===== src/rtl/operation_encoder_if.sv =====
// Key-event, race-state and drive-output bundle between the scan-code decoder,
// the operation encoder and the kart physics engine.
interface operation_encoder_if;
  logic       key_valid;
  logic [8:0] key_code;
  logic       key_make;
  logic [2:0] state;
  logic [2:0] operation_code;
  logic       boost;
  logic [7:0] boost_energy;

  modport master (
    output key_valid, key_code, key_make, state,
    input  operation_code, boost, boost_energy
  );

  modport slave (
    input  key_valid, key_code, key_make, state,
    output operation_code, boost, boost_energy
  );
endinterface


===== src/rtl/operation_encoder.sv =====
// Turns PS/2 make/break events into a last-pressed direction code and runs the
// boost energy budget (drain/regen prescaler plus READY/ON/LOCK lockout FSM).
module operation_encoder #(
  parameter logic [8:0] KEY_UP      = 9'h01D,
  parameter logic [8:0] KEY_DOWN    = 9'h01B,
  parameter logic [8:0] KEY_LEFT    = 9'h01C,
  parameter logic [8:0] KEY_RIGHT   = 9'h023,
  parameter logic [8:0] KEY_BOOST   = 9'h029,
  parameter int         ENERGY_MAX  = 200,
  parameter int         REARM_LEVEL = 50,
  parameter int         TICK_DIV    = 1_000_000
) (
  input logic                clk,
  input logic                rst,
  operation_encoder_if.slave bus
);

  localparam logic [2:0] ST_RACING = 3'd4;
  localparam logic [2:0] ST_PAUSE  = 3'd5;
  localparam logic [2:0] ST_FINISH = 3'd6;

  localparam logic [2:0] OP_NIL   = 3'd0;
  localparam logic [2:0] OP_UP    = 3'd1;
  localparam logic [2:0] OP_DOWN  = 3'd2;
  localparam logic [2:0] OP_LEFT  = 3'd3;
  localparam logic [2:0] OP_RIGHT = 3'd4;

  localparam int                PRESC_W     = (TICK_DIV > 1) ? $clog2(TICK_DIV) : 1;
  localparam logic [PRESC_W-1:0] PRESC_LAST = PRESC_W'(TICK_DIV - 1);
  localparam logic [7:0]        ENERGY_FULL = 8'(ENERGY_MAX);
  localparam logic [7:0]        ENERGY_REARM = 8'(REARM_LEVEL);

  typedef enum logic [1:0] {
    B_READY = 2'd0,
    B_ON    = 2'd1,
    B_LOCK  = 2'd2
  } boost_state_e;

  // held bit order: [4] up, [3] down, [2] left, [1] right, [0] boost
  logic [4:0]         held_r, held_next_s, hit_s;
  logic [2:0]         last_dir_r, last_dir_next_s, hit_dir_s;
  logic [2:0]         operation_code_r;
  logic               boost_r;
  logic [7:0]         energy_r, energy_next_s;
  logic [PRESC_W-1:0] presc_r, presc_next_s;
  logic               tick_s;
  logic               boost_held_s, dir_active_s;
  boost_state_e       fsm_r, fsm_next_s;

  // Fixed-priority pick of a direction from an {up,down,left,right} set.
  function automatic logic [2:0] pick_dir(input logic [3:0] dirs);
    if (dirs[3]) begin
      return OP_UP;
    end else if (dirs[2]) begin
      return OP_DOWN;
    end else if (dirs[1]) begin
      return OP_LEFT;
    end else if (dirs[0]) begin
      return OP_RIGHT;
    end else begin
      return OP_NIL;
    end
  endfunction

  // Key decode: held-set update and last-pressed direction selection.
  always_comb begin
    hit_s           = 5'b00000;
    held_next_s     = held_r;
    last_dir_next_s = last_dir_r;
    if (bus.key_valid) begin
      hit_s = {bus.key_code == KEY_UP,   bus.key_code == KEY_DOWN,
               bus.key_code == KEY_LEFT, bus.key_code == KEY_RIGHT,
               bus.key_code == KEY_BOOST};
    end else begin
      hit_s = 5'b00000;
    end
    if (bus.key_make) begin
      held_next_s = held_r | hit_s;
    end else begin
      held_next_s = held_r & ~hit_s;
    end
    hit_dir_s = pick_dir(hit_s[4:1]);
    if (hit_dir_s == OP_NIL) begin
      last_dir_next_s = last_dir_r;
    end else if (bus.key_make) begin
      last_dir_next_s = hit_dir_s;
    end else if (hit_dir_s == last_dir_r) begin
      // Releasing the active direction falls back to whatever is still held.
      last_dir_next_s = pick_dir(held_next_s[4:1]);
    end else begin
      last_dir_next_s = last_dir_r;
    end
  end

  // Prescaler next count: runs while racing, frozen while paused/finished.
  always_comb begin
    presc_next_s = presc_r;
    tick_s       = (bus.state == ST_RACING) && (presc_r == PRESC_LAST);
    case (bus.state)
      ST_RACING: begin
        if (tick_s) begin
          presc_next_s = '0;
        end else begin
          presc_next_s = presc_r + PRESC_W'(1);
        end
      end
      ST_PAUSE, ST_FINISH: presc_next_s = presc_r;
      default:             presc_next_s = '0;
    endcase
  end

  // Boost FSM next state and energy budget, both from pre-edge values.
  always_comb begin
    fsm_next_s    = fsm_r;
    energy_next_s = energy_r;
    boost_held_s  = held_r[0];
    dir_active_s  = (last_dir_r != OP_NIL);
    case (bus.state)
      ST_RACING: begin
        case (fsm_r)
          B_READY: begin
            if (boost_held_s && dir_active_s && (energy_r != 8'd0)) begin
              fsm_next_s = B_ON;
            end else begin
              fsm_next_s = B_READY;
            end
          end
          B_ON: begin
            if (tick_s && (energy_r == 8'd1)) begin
              fsm_next_s = B_LOCK;
            end else if (!boost_held_s || !dir_active_s) begin
              fsm_next_s = B_READY;
            end else begin
              fsm_next_s = B_ON;
            end
          end
          B_LOCK: begin
            if (!boost_held_s && (energy_r >= ENERGY_REARM)) begin
              fsm_next_s = B_READY;
            end else begin
              fsm_next_s = B_LOCK;
            end
          end
          default: fsm_next_s = B_READY;
        endcase
        if (!tick_s) begin
          energy_next_s = energy_r;
        end else if (fsm_r == B_ON) begin
          if (energy_r != 8'd0) begin
            energy_next_s = energy_r - 8'd1;
          end else begin
            energy_next_s = energy_r;
          end
        end else if (!boost_held_s && (energy_r < ENERGY_FULL)) begin
          energy_next_s = energy_r + 8'd1;
        end else begin
          energy_next_s = energy_r;
        end
      end
      ST_PAUSE, ST_FINISH: begin
        energy_next_s = energy_r;
        case (fsm_r)
          B_ON:    fsm_next_s = B_READY;
          B_LOCK:  fsm_next_s = B_LOCK;
          default: fsm_next_s = B_READY;
        endcase
      end
      default: begin
        fsm_next_s    = B_READY;
        energy_next_s = ENERGY_FULL;
      end
    endcase
  end

  // Key tracking and gated operation code registers.
  always_ff @(posedge clk) begin
    if (rst) begin
      held_r           <= 5'b00000;
      last_dir_r       <= OP_NIL;
      operation_code_r <= OP_NIL;
    end else begin
      held_r           <= held_next_s;
      last_dir_r       <= last_dir_next_s;
      operation_code_r <= (bus.state == ST_RACING) ? last_dir_r : OP_NIL;
    end
  end

  // Boost FSM, energy, prescaler and registered boost flag.
  always_ff @(posedge clk) begin
    if (rst) begin
      fsm_r    <= B_READY;
      energy_r <= ENERGY_FULL;
      presc_r  <= '0;
      boost_r  <= 1'b0;
    end else begin
      fsm_r    <= fsm_next_s;
      energy_r <= energy_next_s;
      presc_r  <= presc_next_s;
      boost_r  <= (fsm_next_s == B_ON);
    end
  end

  assign bus.operation_code = operation_code_r;
  assign bus.boost          = boost_r;
  assign bus.boost_energy   = energy_r;

endmodule


===== src/flat_wrapper.sv =====
// flat-port wrapper written by rule: the top's interface ports become plain ports
module operation_encoder_flat 
#(
  parameter logic [8:0] KEY_UP      = 9'h01D,
  parameter logic [8:0] KEY_DOWN    = 9'h01B,
  parameter logic [8:0] KEY_LEFT    = 9'h01C,
  parameter logic [8:0] KEY_RIGHT   = 9'h023,
  parameter logic [8:0] KEY_BOOST   = 9'h029,
  parameter int         ENERGY_MAX  = 200,
  parameter int         REARM_LEVEL = 50,
  parameter int         TICK_DIV    = 1_000_000
)
  (clk, rst, bus_key_valid, bus_key_code, bus_key_make, bus_state, bus_operation_code, bus_boost, bus_boost_energy);
  operation_encoder_if bus_i ();
  input logic clk;
  input logic rst;
  input wire logic [$bits(bus_i.key_valid)-1:0] bus_key_valid;
  input wire logic [$bits(bus_i.key_code)-1:0] bus_key_code;
  input wire logic [$bits(bus_i.key_make)-1:0] bus_key_make;
  input wire logic [$bits(bus_i.state)-1:0] bus_state;
  output wire logic [$bits(bus_i.operation_code)-1:0] bus_operation_code;
  output wire logic [$bits(bus_i.boost)-1:0] bus_boost;
  output wire logic [$bits(bus_i.boost_energy)-1:0] bus_boost_energy;
  assign bus_i.key_valid = bus_key_valid;
  assign bus_i.key_code = bus_key_code;
  assign bus_i.key_make = bus_key_make;
  assign bus_i.state = bus_state;
  assign bus_operation_code = bus_i.operation_code;
  assign bus_boost = bus_i.boost;
  assign bus_boost_energy = bus_i.boost_energy;
  operation_encoder #(.KEY_UP(KEY_UP), .KEY_DOWN(KEY_DOWN), .KEY_LEFT(KEY_LEFT), .KEY_RIGHT(KEY_RIGHT), .KEY_BOOST(KEY_BOOST), .ENERGY_MAX(ENERGY_MAX), .REARM_LEVEL(REARM_LEVEL), .TICK_DIV(TICK_DIV)) u_core (.clk(clk), .rst(rst), .bus(bus_i));
endmodule

===== config.mk =====
export PLATFORM = sky130hd
export DESIGN_NAME = operation_encoder_flat
export DESIGN_NICKNAME = d
export VERILOG_FILES = /design/src/rtl/operation_encoder_if.sv /design/src/rtl/operation_encoder.sv /design/src/flat_wrapper.sv
export SDC_FILE = /design/constraint.sdc
export NUM_CORES = 1
export LEC_CHECK = 0
export CORE_MARGIN = 4
export CORE_UTILIZATION = 55
export CTS_CLUSTER_SIZE = 20
export DETAILED_ROUTE_END_ITERATION = 10
export HOLD_SLACK_MARGIN = 0.06
export PLACE_DENSITY = 0.78
export SYNTH_ARGS = -nofsm -noshare
export SYNTH_HDL_FRONTEND = slang
export SYNTH_SLANG_ARGS = --single-unit

===== constraint.sdc =====
create_clock -name clk -period 5 [get_ports clk]
set_input_delay 1 -clock clk [delete_from_list [all_inputs] [get_ports clk]]
set_output_delay 1 -clock clk [all_outputs]
set_load 0.03 [all_outputs]

* Yosys cells after proc, flatten, opt, wreduce, memory -nomap -nowiden
Cells that the tools add are included.
** Cells by class
- Bitwise operators :: 6
- Reduce and logical (&&, ||, !) cells :: 18
- Order comparisons :: 2
- Mux-type cells :: 26
- Equality and inequality tests :: 17
- $add $sub $neg :: 3
** Operator list (count)
- $pmux W20 S2 :: 1
- $mux W8 :: 4
- $mux W3 :: 10
- $eq A9 B5 Y1 const B :: 3
- $add A20 B1 Y20 const B :: 1
- $eq A20 B20 Y1 const B :: 1
- $mux W20 :: 1
- $eq A9 B6 Y1 const B :: 2
- $pmux W8 S2 :: 1
- $mux W5 :: 2
- $eq A3 B3 Y1 const B :: 3
- $add A8 B1 Y8 const B :: 1
- $eq A8 B1 Y1 const B :: 1
- $ge A8 B6 Y1 const B :: 1
- $lt A8 B8 Y1 const B :: 1
- $reduce_bool A8 Y1 :: 1
- $sub A8 B1 Y8 const B :: 1
- $logic_and A1 B1 Y1 :: 6
- $mux W2 :: 3
- $ne A3 B3 Y1 const B :: 2
- $pmux W2 S3 :: 1
- $and A5 B5 Y5 :: 1
- $not A5 Y5 :: 1
- $or A5 B5 Y5 :: 1
- 16 further kinds :: 22
** Storage, ports and cells
- Input bits :: 16
- Bits in registers :: 42
- Logic and storage cells :: 79
- Output and inout port bits :: 12

* Longest topological paths before layout
- Depth after elaboration :: 11
- Mapped depth :: 9
- Depth with buffers taken out :: 7

* Worst setup path before layout
Ideal clock, no wire load.
- Path type :: input to register
- Start point :: input bus_key_code[0]
- End point :: register u_core.last_dir_r[1]
- Arrival time :: 2.595 ns
- Cell stages on the path :: 7
- Required time :: 4.872 ns
- Slack :: 2.277 ns
- Setup time :: 0.128 ns
- Buffers on the path :: 1
- Path through :: clkbuf_1 -> or3b_1 -> a211oi_1 -> mux2i_1 -> o2111a_2 -> mux2i_1 -> nor2_1
** On the way
- Longest elaborated chain between the ends :: 10
- Elaborated cells between the ends (all ways) :: 23
- Those cells by class :: 5 x eq/ne; 11 x mux; 4 x bitwise; 3 x reduce/logical
** RTL lines
- start, declared :: RTL line flat_wrapper.sv:18 : input wire logic [$bits(bus_i.key_code)-1:0] bus_key_code;
- $eq A9 B5 Y1 :: RTL line operation_encoder.sv:72 : bus.key_code == KEY_LEFT, bus.key_code == KEY_RIGHT,
- $mux W5 * :: RTL line operation_encoder.sv:70 : if (bus.key_valid) begin
- $not A5 Y5 :: RTL line operation_encoder.sv:80 : held_next_s = held_r & ~hit_s;
- $and A5 B5 Y5 :: RTL line operation_encoder.sv:80
- $mux W5 :: RTL line operation_encoder.sv:77 : if (bus.key_make) begin
- $mux W3 :: RTL line operation_encoder.sv:56 : end else if (dirs[1]) begin
- $mux W3 :: RTL line operation_encoder.sv:54 : end else if (dirs[2]) begin
- $mux W3 :: RTL line operation_encoder.sv:52 : if (dirs[3]) begin
- $mux W3 :: RTL line operation_encoder.sv:87 : end else if (hit_dir_s == last_dir_r) begin
- $mux W3 :: RTL line operation_encoder.sv:85 : end else if (bus.key_make) begin
- end signal, assigned :: RTL line operation_encoder.sv:183 : last_dir_r <= last_dir_next_s;
- end, declared :: RTL line operation_encoder.sv:41 : logic [2:0] last_dir_r, last_dir_next_s, hit_dir_s;
Mark *: on every way between the ends. The rest lies on a longest branch, timed or not. The select of a mux whose other input is x is not followed.
A chain may end at the register's enable or synchronous reset.

* Final worst setup path
- Start point :: input bus_key_code[7]
- End point :: register u_core.last_dir_r[1]
Same word-level chain as after synthesis.

==> results_tabular.tex <==
\begin{tabular}{lr}
\hline
Metric & Value \\
\hline
\multicolumn{2}{l}{\textbf{Status}} \\
\quad Result of the run & completed \\
\multicolumn{2}{l}{\textbf{Clock network}} \\
\quad Hold-fix buffers, CTS & 0 \\
\quad CTS-repair resized insts & 0 \\
\quad Clock tree from TritonCTS & built \\
\quad Clock buffer count from CTS & 5 \\
\quad Maximum count of clock buffers along a single path & 2 \\
\quad Clock tree root buffer cell & sky130\_fd\_sc\_hd\_\_clkbuf\_8 \\
\quad Total clock sinks & between 40 and 50 \\
\quad Clock latency of the later-clocked register in the worst-skew pair & between 0.2 and 0.3 ns \\
\quad Post-CTS clock slew at the launch and capture registers of the worst setup and hold paths & 0.08 ns \\
\quad Number of levels in the clock H-tree & 2 \\
\quad Setup Buffers After CTS & 0 \\
\multicolumn{2}{l}{\textbf{Power and ir drop}} \\
\quad Power density relative to cell area & between 200 and 250 nW/um\^{}2 \\
\quad Worst IR Drop VDD & between 0.0001 and 0.00015 V \\
\quad Leakage & $\sim$0.98 nW \\
\quad PnR Total Power & about 0.62 mW \\
\multicolumn{2}{l}{\textbf{Critical path}} \\
\quad Worst path required time & 5.16 ns \\
\quad CP Capture Type & flop \\
\quad Critical path peak fanout & 10 \\
\quad Critical Path Source Type & input pin \\
\quad Arrival time reported for the critical path endpoint & 3.34 ns \\
\quad Start-to-end type of the worst setup path & in -> reg \\
\multicolumn{2}{l}{\textbf{Synthesis}} \\
\quad Post-synthesis instance area & roughly 2400 sq um \\
\quad EDFF count, synth & 0 \\
\quad Fraction of the yosys area taken by sequential cells & between 30\% and 40\% \\
\quad Post-Syn Instances & 302 \\
\quad Nets in the synthesized netlist & roughly 320 \\
\quad Syn\_area\_per\_cell & about 8 sq um \\
\quad Number of library cell types mapped by synthesis & 57 \\
\quad Count of yosys warnings during synthesis & 0 \\
\quad Seq cells post-synth & 42 \\
\quad Share of flip-flops with an asynchronous set or reset & 0\% \\
\quad Most frequently used flop master after synthesis & sky130\_fd\_sc\_hd\_\_dfxtp\_1 \\
\multicolumn{2}{l}{\textbf{Layout}} \\
\quad Number of fill cells & around 370 \\
\quad Commonest non-fill, non-tap cell in the layout & sky130\_fd\_sc\_hd\_\_dfxtp\_1 \\
\quad NumNets Final & between 300 and 400 \\
\quad Most frequent cells in the layout & sky130\_fd\_sc\_hd\_\_dfxtp\_1 (42), sky130\_fd\_sc\_hd\_\_nor2\_1 (39), sky130\_fd\_sc\_hd\_\_nand2\_1 (29) \\
\quad Cell area after layout & around 2800 sq um \\
\quad Non-filler instance count after layout & 377 \\
\quad Layout overhead on the synthesized area & 16.2\% \\
\quad Core utilization of the finished layout & between 60\% and 70\% \\
\quad Layout cells sized above 1 & under 10\% \\
\quad Diode insertion count for antenna repair & 0 \\
\multicolumn{2}{l}{\textbf{Timing}} \\
\quad Setup repair after global routing missed its margin & false \\
\quad Final number of hold-violating endpoints & 0 \\
\quad Worst-margin pin slew & 0.914 ns \\
\quad Final Setup Violations & 0 \\
\quad Achievable clock frequency & roughly 0.31 GHz \\
\quad Number of slew-limit violations in the final report & 0 \\
\quad Final cycle utilization of the critical path & approximately 64\% \\
\quad Setup tns final & 0 ns \\
\quad Clock Skews & roughly 0.0070 ns \\
\quad Minimum clock period after layout & $\sim$3.2 ns \\
\quad Worst slew slack as a fraction of its limit & 38.9\% \\
\multicolumn{2}{l}{\textbf{Placement}} \\
\quad Instance area at placement & approximately 2700 sq um \\
\quad Post-DP HPWL & about 4000 um \\
\quad Count of buffers inserted at the top-level ports & 27 \\
\quad Placed cell count & around 370 \\
\quad Final GP Congestion & 0.863 \\
\multicolumn{2}{l}{\textbf{Floorplan}} \\
\quad Cell Rows & 23 \\
\quad Number of ports placed on the die boundary & 28 \\
\quad Initial standard-cell utilization of the core & 58.6\% \\
\quad Horizontal extent of the die & 74.4 um \\
\quad Area inside the core boundary & 4140 sq um \\
\quad Height of the chip & roughly 74 um \\
\quad Die Area & $\sim$5500 sq um \\
\multicolumn{2}{l}{\textbf{Routing}} \\
\quad First-pass iteration count of the detailed router & 5 \\
\quad Post-DRT Antenna Nets & 0 \\
\quad Drt initial violations & approximately 120 \\
\quad DRC Markers & 0 \\
\quad Routed len/inst & approximately 15 um \\
\quad Count of vias placed by the detailed router & 2306 \\
\quad Ratio of routed vias to standard cells & approximately 6 \\
\quad Routed wire length & between 5000 and 6000 um \\
\multicolumn{2}{l}{\textbf{Global routing}} \\
\quad Global routing usage on met1 & around 27\% \\
\quad Wire length of the first global-routing pass & between 9000 and 10000 um \\
\quad Pin count of the biggest net entering global routing & 20 \\
\quad Overall global routing resource usage & 21.5\% \\
\quad Via count of the first global-routing pass & 2218 \\
\quad Global route overflow & 0 \\
\quad Grt met3 use & between 4 and 5\% \\
\quad Initial antenna violation count & 0 \\
\quad Met2 demand-to-capacity share in global routing & between 30\% and 40\% \\
\quad Most Used Layer, Global Route & met2 \\
\multicolumn{2}{l}{\textbf{Run}} \\
\quad Max Cap Viol & 0 \\
\multicolumn{2}{l}{\textbf{Min path}} \\
\quad Path class of the lowest-slack min-delay path & reg -> reg \\
\hline
\end{tabular}
report_power, final:
part	switching [mW]	internal, mW	leakage (nW)
combinational	0.0345	0.0241	0.590
clock	0.117	0.111	0.0472
sequential	0.00214	0.336	0.339
metrics by stage:
step | worst slack [ns] | hold WS (ns)
6_report | 1.82 | 0.501
5_1_grt | 1.68 | 0.536
4_1_cts | 1.87 | 0.500
3_5_place_dp | 1.55 | 0.489
3_3_place_gp | 1.68 | 0.475
2_1_floorplan | 2.28 | 0.449
layer usage:
metal  wire, um  share of wire, %  vias up
met5          0                 0        -
met4        165               3.0        0
met3        194               3.5       18
met2       2580                47       51
met1       2570                47     1091
li1           -                 -     1146
flip-flops by register name, indices dropped and copies added (netlist names), named ones only:
register and cells:
u_core.presc_r 20, u_core.bus.boost_energy 8, u_core.held_r 4, u_core.bus.operation_code 3
u_core.last_dir_r 3, u_core.fsm_r 2, u_core.bus.boost 1
Yosys cell counts, types with 2 or more instances:
cell type / number / area [sq um]
sky130_fd_sc_hd__or2_2: 2 / 12.5
sky130_fd_sc_hd__a41oi_1: 2 / 17.5
sky130_fd_sc_hd__ha_1: 5 / 62.6
sky130_fd_sc_hd__o22ai_1: 2 / 12.5
sky130_fd_sc_hd__nand3_1: 13 / 65.1
sky130_fd_sc_hd__nor4b_1: 2 / 17.5
sky130_fd_sc_hd__inv_1: 9 / 33.8
sky130_fd_sc_hd__dfxtp_1: 42 / 841
sky130_fd_sc_hd__and2_1: 5 / 31.3
sky130_fd_sc_hd__a21oi_1: 14 / 70.1
sky130_fd_sc_hd__nand4_1: 10 / 62.6
sky130_fd_sc_hd__clkbuf_1: 9 / 33.8
sky130_fd_sc_hd__nand3b_1: 4 / 30.0
sky130_fd_sc_hd__nor2_1: 39 / 146
sky130_fd_sc_hd__nor3_1: 10 / 50.1
sky130_fd_sc_hd__nand2_1: 29 / 109
sky130_fd_sc_hd__nor2b_1: 5 / 31.3
sky130_fd_sc_hd__and4_1: 2 / 17.5
sky130_fd_sc_hd__and3b_1: 3 / 26.3
sky130_fd_sc_hd__o21ai_0: 10 / 50.1
sky130_fd_sc_hd__or3_1: 5 / 31.3
sky130_fd_sc_hd__mux2i_1: 3 / 30.0
sky130_fd_sc_hd__a31oi_1: 3 / 18.8
sky130_fd_sc_hd__a31o_2: 2 / 17.5
sky130_fd_sc_hd__o31ai_1: 2 / 15.0
sky130_fd_sc_hd__nand4b_1: 2 / 17.5
sky130_fd_sc_hd__nand2b_1: 3 / 18.8
sky130_fd_sc_hd__and3_1: 9 / 56.3
sky130_fd_sc_hd__a211oi_1: 6 / 45.0
sky130_fd_sc_hd__a21o_1: 2 / 15.0
sky130_fd_sc_hd__xnor2_1: 12 / 105
sky130_fd_sc_hd__nor3b_1: 3 / 22.5
sky130_fd_sc_hd__xor2_1: 7 / 61.3
sky130_fd_sc_hd__a2111oi_0: 3 / 26.3
worst max-delay path, cell delays in order:
cell and delay (ns):
sky130_fd_sc_hd__clkdlybuf4s50_1 0.44, sky130_fd_sc_hd__nor4b_2 0.82, sky130_fd_sc_hd__nand4b_2 0.30, sky130_fd_sc_hd__or3_1 0.40, sky130_fd_sc_hd__o2111a_2 0.18, sky130_fd_sc_hd__mux2i_1 0.15, sky130_fd_sc_hd__nor2_1 0.05
logic make-up after synthesis:
kind of cell	count (synthesis)	share of synthesized area, %
XOR/XNOR	19	6.86
flip-flops	42	34.6
AO/OA/AOI/OAI	59	17.1
buffers and inverters	20	3.14
adder cells (fa/ha/maj)	5	2.58
multiplexers	3	1.24
AND/OR/NAND/NOR	154	34.5
path summary, 6_finish.rpt:
path / startpoint / to / slack [ns] / depth (start not counted)
max: bus_key_code[7] / u_core.last_dir_r[1] / 1.82 / 7
min: u_core.presc_r[1] / u_core.presc_r[1] / 0.50 / 2
min reg2reg: u_core.presc_r[1] / u_core.presc_r[1] / 0.50 / 2
max reg2reg: u_core.presc_r[0] / u_core.presc_r[14] / 2.61 / 7
final cells by class:
class	count	area [sq um]	area share, %
flip-flops and latches	42	841	29.8
multi-input cells	240	1510	53.5
clock inverters	2	12.5	0.444
well taps	50	62.6	2.22
repair buffers	28	278	9.85
inverters	9	33.8	1.20
clock buffers	6	82.6	2.93
(Power assumes the default switching activity.)
